### src/rtl/vga_scanout.sv
// VGA scan-out engine: pixel divider, h/v counters, linear VRAM addressing, registered RGB/sync.
// Optional SCANOUT_TEST_PATTERN_EN adds a test_pattern input that selects eight colour bars.
module vga_scanout #(
  parameter int unsigned CLK_DIV  = 4,
  parameter int unsigned H_ACTIVE = 640,
  parameter int unsigned H_FP     = 16,
  parameter int unsigned H_SYNC   = 96,
  parameter int unsigned H_BP     = 48,
  parameter int unsigned V_ACTIVE = 480,
  parameter int unsigned V_FP     = 10,
  parameter int unsigned V_SYNC   = 2,
  parameter int unsigned V_BP     = 33
) (
  input  logic        clk,
  input  logic        rst,
`ifdef SCANOUT_TEST_PATTERN_EN
  input  logic        test_pattern,
`endif
  output logic [18:0] vram_addr,
  input  logic [11:0] vram_data,
  output logic [3:0]  vga_r,
  output logic [3:0]  vga_g,
  output logic [3:0]  vga_b,
  output logic        hsync,
  output logic        vsync,
  output logic        vblank,
  output logic        frame_start
);

  localparam int unsigned H_TOTAL = H_ACTIVE + H_FP + H_SYNC + H_BP;
  localparam int unsigned V_TOTAL = V_ACTIVE + V_FP + V_SYNC + V_BP;
  localparam int unsigned DIV_W   = (CLK_DIV > 1) ? $clog2(CLK_DIV) : 1;
  localparam int unsigned H_W     = $clog2(H_TOTAL);
  localparam int unsigned V_W     = $clog2(V_TOTAL);

  localparam logic [DIV_W-1:0] DIV_LAST   = DIV_W'(CLK_DIV - 1);
  localparam logic [H_W-1:0]   H_LAST     = H_W'(H_TOTAL - 1);
  localparam logic [H_W-1:0]   H_ACT      = H_W'(H_ACTIVE);
  localparam logic [H_W-1:0]   H_ACT_LAST = H_W'(H_ACTIVE - 1);
  localparam logic [H_W-1:0]   HS_BEG     = H_W'(H_ACTIVE + H_FP);
  localparam logic [H_W-1:0]   HS_END     = H_W'(H_ACTIVE + H_FP + H_SYNC);
  localparam logic [V_W-1:0]   V_LAST     = V_W'(V_TOTAL - 1);
  localparam logic [V_W-1:0]   V_ACT      = V_W'(V_ACTIVE);
  localparam logic [V_W-1:0]   V_ACT_LAST = V_W'(V_ACTIVE - 1);
  localparam logic [V_W-1:0]   VS_BEG     = V_W'(V_ACTIVE + V_FP);
  localparam logic [V_W-1:0]   VS_END     = V_W'(V_ACTIVE + V_FP + V_SYNC);

  logic [DIV_W-1:0] div;
  logic [H_W-1:0]   hcnt;
  logic [V_W-1:0]   vcnt;
  logic             pix_tick;
  logic             active;
  logic             last_pixel;
  logic             frame_wrap;
  logic             hs_raw;
  logic             vs_raw;
  logic [11:0]      pix_color;

  assign pix_tick = (div == DIV_LAST);

  always_comb begin
    active     = (hcnt < H_ACT) && (vcnt < V_ACT);
    last_pixel = (hcnt == H_ACT_LAST) && (vcnt == V_ACT_LAST);
    frame_wrap = (hcnt == H_LAST) && (vcnt == V_LAST);
    hs_raw     = !((hcnt >= HS_BEG) && (hcnt < HS_END));
    vs_raw     = !((vcnt >= VS_BEG) && (vcnt < VS_END));
  end

`ifdef SCANOUT_TEST_PATTERN_EN
  localparam int unsigned BAR_W = H_ACTIVE / 8;
  logic [2:0] bar;

  // Bar index picks R/G/B bits directly: white,yellow,cyan,green,magenta,red,blue,black.
  always_comb begin
    bar = '0;
    for (int unsigned i = 1; i < 8; i++) begin
      if (hcnt >= H_W'(i * BAR_W)) bar = 3'(i);
    end
    if (test_pattern) pix_color = {{4{~bar[1]}}, {4{~bar[2]}}, {4{~bar[0]}}};
    else              pix_color = vram_data;
  end
`else
  always_comb begin
    pix_color = vram_data;
  end
`endif

  // The address is held at the last active pixel through vblank so it never exceeds the frame.
  always_ff @(posedge clk or posedge rst) begin
    if (rst) begin
      div       <= '0;
      hcnt      <= '0;
      vcnt      <= '0;
      vram_addr <= '0;
    end else begin
      div <= pix_tick ? '0 : div + DIV_W'(1);
      if (pix_tick) begin
        if (hcnt == H_LAST) begin
          hcnt <= '0;
          vcnt <= (vcnt == V_LAST) ? '0 : vcnt + V_W'(1);
        end else begin
          hcnt <= hcnt + H_W'(1);
        end
        if (frame_wrap)                vram_addr <= '0;
        else if (active && !last_pixel) vram_addr <= vram_addr + 19'd1;
      end
    end
  end

  // Data for the addressed pixel is sampled at the end of its address period and shown for the next.
  always_ff @(posedge clk or posedge rst) begin
    if (rst) begin
      {vga_r, vga_g, vga_b} <= '0;
      hsync       <= 1'b1;
      vsync       <= 1'b1;
      vblank      <= 1'b0;
      frame_start <= 1'b0;
    end else begin
      frame_start <= 1'b0;
      if (pix_tick) begin
        {vga_r, vga_g, vga_b} <= active ? pix_color : '0;
        hsync       <= hs_raw;
        vsync       <= vs_raw;
        vblank      <= (vcnt >= V_ACT);
        frame_start <= (hcnt == '0) && (vcnt == V_ACT);
      end
    end
  end

endmodule
### config.mk
export PLATFORM = sky130hd
export DESIGN_NAME = vga_scanout
export DESIGN_NICKNAME = d
export VERILOG_FILES = /design/src/rtl/vga_scanout.sv
export SDC_FILE = /design/constraint.sdc
export NUM_CORES = 1
export LEC_CHECK = 0
export ABC_CLOCK_PERIOD_IN_PS = 5900
export CAP_MARGIN = 10
export CORE_MARGIN = 5
export CORE_UTILIZATION = 50
export DETAILED_ROUTE_END_ITERATION = 8
export PLACE_DENSITY = 0.84
export SLEW_MARGIN = 40
export SYNTH_ARGS = -nofsm -noshare
export SYNTH_HDL_FRONTEND = slang
export SYNTH_SLANG_ARGS = --single-unit
### constraint.sdc
create_clock -name clk -period 5.9 [get_ports clk]
set_input_delay 1.18 -clock clk [delete_from_list [all_inputs] [get_ports clk]]
set_output_delay 1.18 -clock clk [all_outputs]
set_load 0.005 [all_outputs]
# == Word-level counts from Yosys, hierarchy flattened ==
# Cells that the tools add are included.
# totals
regBits,57
# op_classes
n_addsub,4
order_cmp,7
n_eq_ne,6
mux,7
reduce_logical,14
# ops
operator,count
2-to-1 mux 19 bit,2
== test 10 bit (second input constant),3
adder 10 x 1 -> 10 bit (second input constant),2
== test 10 x 9 -> 1 bit (second input constant),2
greater-or-equal comparator 10 x 9 -> 1 bit (second input constant),2
less-than comparator 10 bit (second input constant),2
less-than comparator 10 x 9 -> 1 bit (second input constant),2
2-to-1 mux 10 bit,2
adder 19 x 1 -> 19 bit (second input constant),1
2-to-1 mux 12 bit,1
greater-or-equal comparator 10 bit (second input constant),1
logical NOT 10 bit,1
logical AND 1 bit,7
AND reduction 2 bit,2
logical NOT 1 bit,3
adder 2 x 1 -> 2 bit (second input constant),1
== test 2 bit (second input constant),1
2-to-1 mux 2 bit,1
nonzero test 2 bit,1
2-to-1 mux 1 bit,1

# == Longest topological paths before layout ==
# logic_depth
ltp_word,6
depth_mapped,8

# == Worst setup path after synthesis ==
# No wires, ideal clock.
# synth_timing
kind,reg2reg
from,register div[0]
to,register vcnt[9]
setup_time_ps,92
arrival_ps,1913
required_ps,5808
setup_slack_ps,3895
stages_incl_launch_ff,8
period_less_slack_ps,2005
cell_sequence,dfrtp_1 ha_1 buf_2 inv_2 or4_1 buf_2 or3_4 o31ai_2
# synth_via
elab_chain_len,2
# synth_lines
item,line_no,source
from (decl),48,logic [DIV_W-1:0] div;
from (signal assigned),96,div <= pix_tick ? '0 : div + DIV_W'(1);
== test 2 bit,59,assign pix_tick = (div == DIV_LAST);
AND reduction 2 bit (no source line),-,
to (signal assigned),100,vcnt <= (vcnt == V_LAST) ? '0 : vcnt + V_W'(1);
to (decl),50,logic [V_W-1:0] vcnt;
# No other way between the ends.
# A chain may end at the register's enable or synchronous reset.

# == Final worst setup path ==
# Same ends and word-level chain as after synthesis.

==> impl_metrics.ini <==
[synthesis]
avgSynthCellArea_um2 = 10.09
yosysUniqueCellTypes = 47
syn_inst = 285
syn_nets = 306
async_reset_ff_share_pct = 100.0
yosys_warnings = 0
synth_edf_count = 0
ys.flop_type = dfrtp_1
synth_seq_cells = 57
seq_area_frac_synth_pct = 49.70
syn_area_um2 = 2875

[placement]
dpl.hpwl_um = 4390
place_worst_setup_slack_ns = 3.349
numPortBuffers = 48
dpl.cell_count = 392
gp_congestion = 0.8300
dpl-instance-area_um2 = 3393

[power]
leakagePower_nw = 1.575
p_total_uw = 770.6
max-vdd-ir-drop_uv = 146.7
power_density_nw_per_um2 = 214.9

[clock_network]
numClockSinks = 57
tritoncts = yes
cts_buffers = 9
post_cts_buffers = 0
clockRootBuffer = clkbuf_8
cts_resized = 0
h-tree-depth = 3
cts_buffer_depth = 2
path_clk_slew_ns = 0.06
cts-hold-fix-buffers = 0
clk_latency_ns = 0.33

[global_routing]
first_global_vias = 2286
grt_first_pass_wirelength_um = 10990
grt-ovfl-total = 0
grt_max_degree = 58
grt_use_total_pct = 18.62
antenna_found_initial = 0

[final_layout]
nNetsFinal = 352
final_core_util_pct = 64.72
num_antenna_cells = 0
syn2layout_area_growth_pct = 24.72
drive_gt1_share_pct = 9.226
multi_input_area_um2 = 1349
regArea_um2 = 1429
finalNonFillerCells = 408
fillerInstances = 463
final_common_cell = dfrtp_1
final_cell_mix = dfrtp_1, clkdlybuf4s50_1, nand2_1
final_area_um2 = 3586

[worst_setup_path]
cp_max_fo = 18
startpoint_type = flip-flop
critPathArrivalTime_ns = 2.82
worstRegToRegCells = 5
r2r_slack_ns = 3.33
endpoint_kind = flip-flop
worstPathRequired_ns = 6.14
crit_type = reg -> reg

[sta]
hold_viol = 0
setup_violations = 0
relSlewSlack_pct = 53.41
maxSlewViolCount = 0
period_share_pct = 43.59
setup_slack_ns = 3.328
worstMarginPinSlew_ns = 0.6989
fmax_mhz = 388.8
finClkSkew_ns = 0.006480
rsz0062_at_grt = no
post-route-min-period_ns = 2.572
fin_setup_tns_ns = 0
whs_ns = 0.4371

[die]
pin_count = 49
die-area_um2 = 7367
dieHeight_um = 85.83
die_w_um = 85.83
core_area_um2 = 5540
start_util_pct = 51.90
rows = 27

[min_path]
min_path_type = reg -> reg
hold_depth = 1

[detailed_routing]
vias_per_cell = 5.782
drt-initial-drc-count = 206
drc = 0
wl_per_cell_um = 15.57
first_pass_iters = 4
final_antenna_net_count = 0
num_vias = 2359
wirelength_um = 6352

[outcome]
outcome = finished clean

[run]
cap_violations = 0
-- per-layer routing --
| metal | share of wire (%) | GRT usage, % |
|---|---|---|
| met1 | 44 | 23.89 |
| met2 | 49 | 29.31 |
| met3 | 5.8 | 6.244 |
| met4 | 1.3 | 6.906 |
| met5 | 0 | 0 |
-- cell usage after synthesis (all sizes together) (2+ instances only) --
cell,count,share of area [%]
dfstp,2,1.8
o31ai,2,0.87
and2,3,0.74
a22o,14,4.3
xor2,5,1.5
a221o,3,1.0
nand3,13,2.3
clkbuf,6,0.78
ha,7,3.0
nand4,12,2.8
nor2,16,2.1
nand4b,2,0.61
buf,9,1.8
a21o,4,1.0
nand2b,6,1.3
o21ai,14,2.4
a21oi,6,1.0
o211ai,2,0.52
inv,8,1.0
and3,10,2.2
or4,2,0.65
nor4b,3,0.91
or2,3,0.65
nor4,6,1.3
nand2,23,3.0
or3,6,1.5
dfrtp,55,48
nor3,18,3.3
a211o,7,2.1
xnor2,9,2.7
-- critical path, cell delays in order (launching register included) --
cell	delay [ns]
dfrtp_1	0.36
ha_1	0.49
inv_2	0.28
or4_1	0.69
or3_4	0.44
o31ai_2	0.22
-- final timing paths --
path	endpoint	from
max in group asynchronous	hcnt[1]	rst
worst max-delay path	vcnt[9]	div[0]
worst min-delay path	div[0]	div[0]
min in group asynchronous	vga_r[3]	rst
worst min register to register	div[0]	div[0]
worst max register to register	vcnt[9]	div[0]
-- final cells by class --
cell class / instances / share of cell area [%]
sequential: 57 / 39.85
timing repair buffer: 50 / 13.82
clock inverter: 2 / 0.2791
clock buffer: 14 / 5.094
inverter: 8 / 0.8374
multi-input combinational: 205 / 37.61
tap: 72 / 2.512
-- sequential cells by signal (all words and copies together), names as in the netlist --
register     cells
vram_addr       19
hcnt            10
vcnt            10
vga_b            4
vga_g            4
vga_r            4
div              2
frame_start      1
hsync            1
vblank           1
vsync            1
-- cell families (layout without fill, tap and decap cells) --
logic type | Yosys count | after routing | synth area share [%]
and+or+nand+nor | 127 | 127 | 24.54
DFF | 57 | 57 | 49.70
AOI/OAI and AO/OA | 56 | 56 | 14.49
buffers and inverters | 23 | 74 | 3.612
xor gates and xnor gates | 14 | 14 | 4.265
adders and majority gates | 7 | 7 | 3.046
muxes | 1 | 1 | 0.3481
-- power breakdown --
| group | leakage (nW) | switching (mW) | total, mW | internal (mW) |
|---|---|---|---|---|
| clock | 0.102 | 0.146 | 0.343 | 0.197 |
| combinational | 0.735 | 0.0118 | 0.0301 | 0.0183 |
| sequential | 0.737 | 0.00232 | 0.398 | 0.395 |
(Power assumes the default switching activity.)
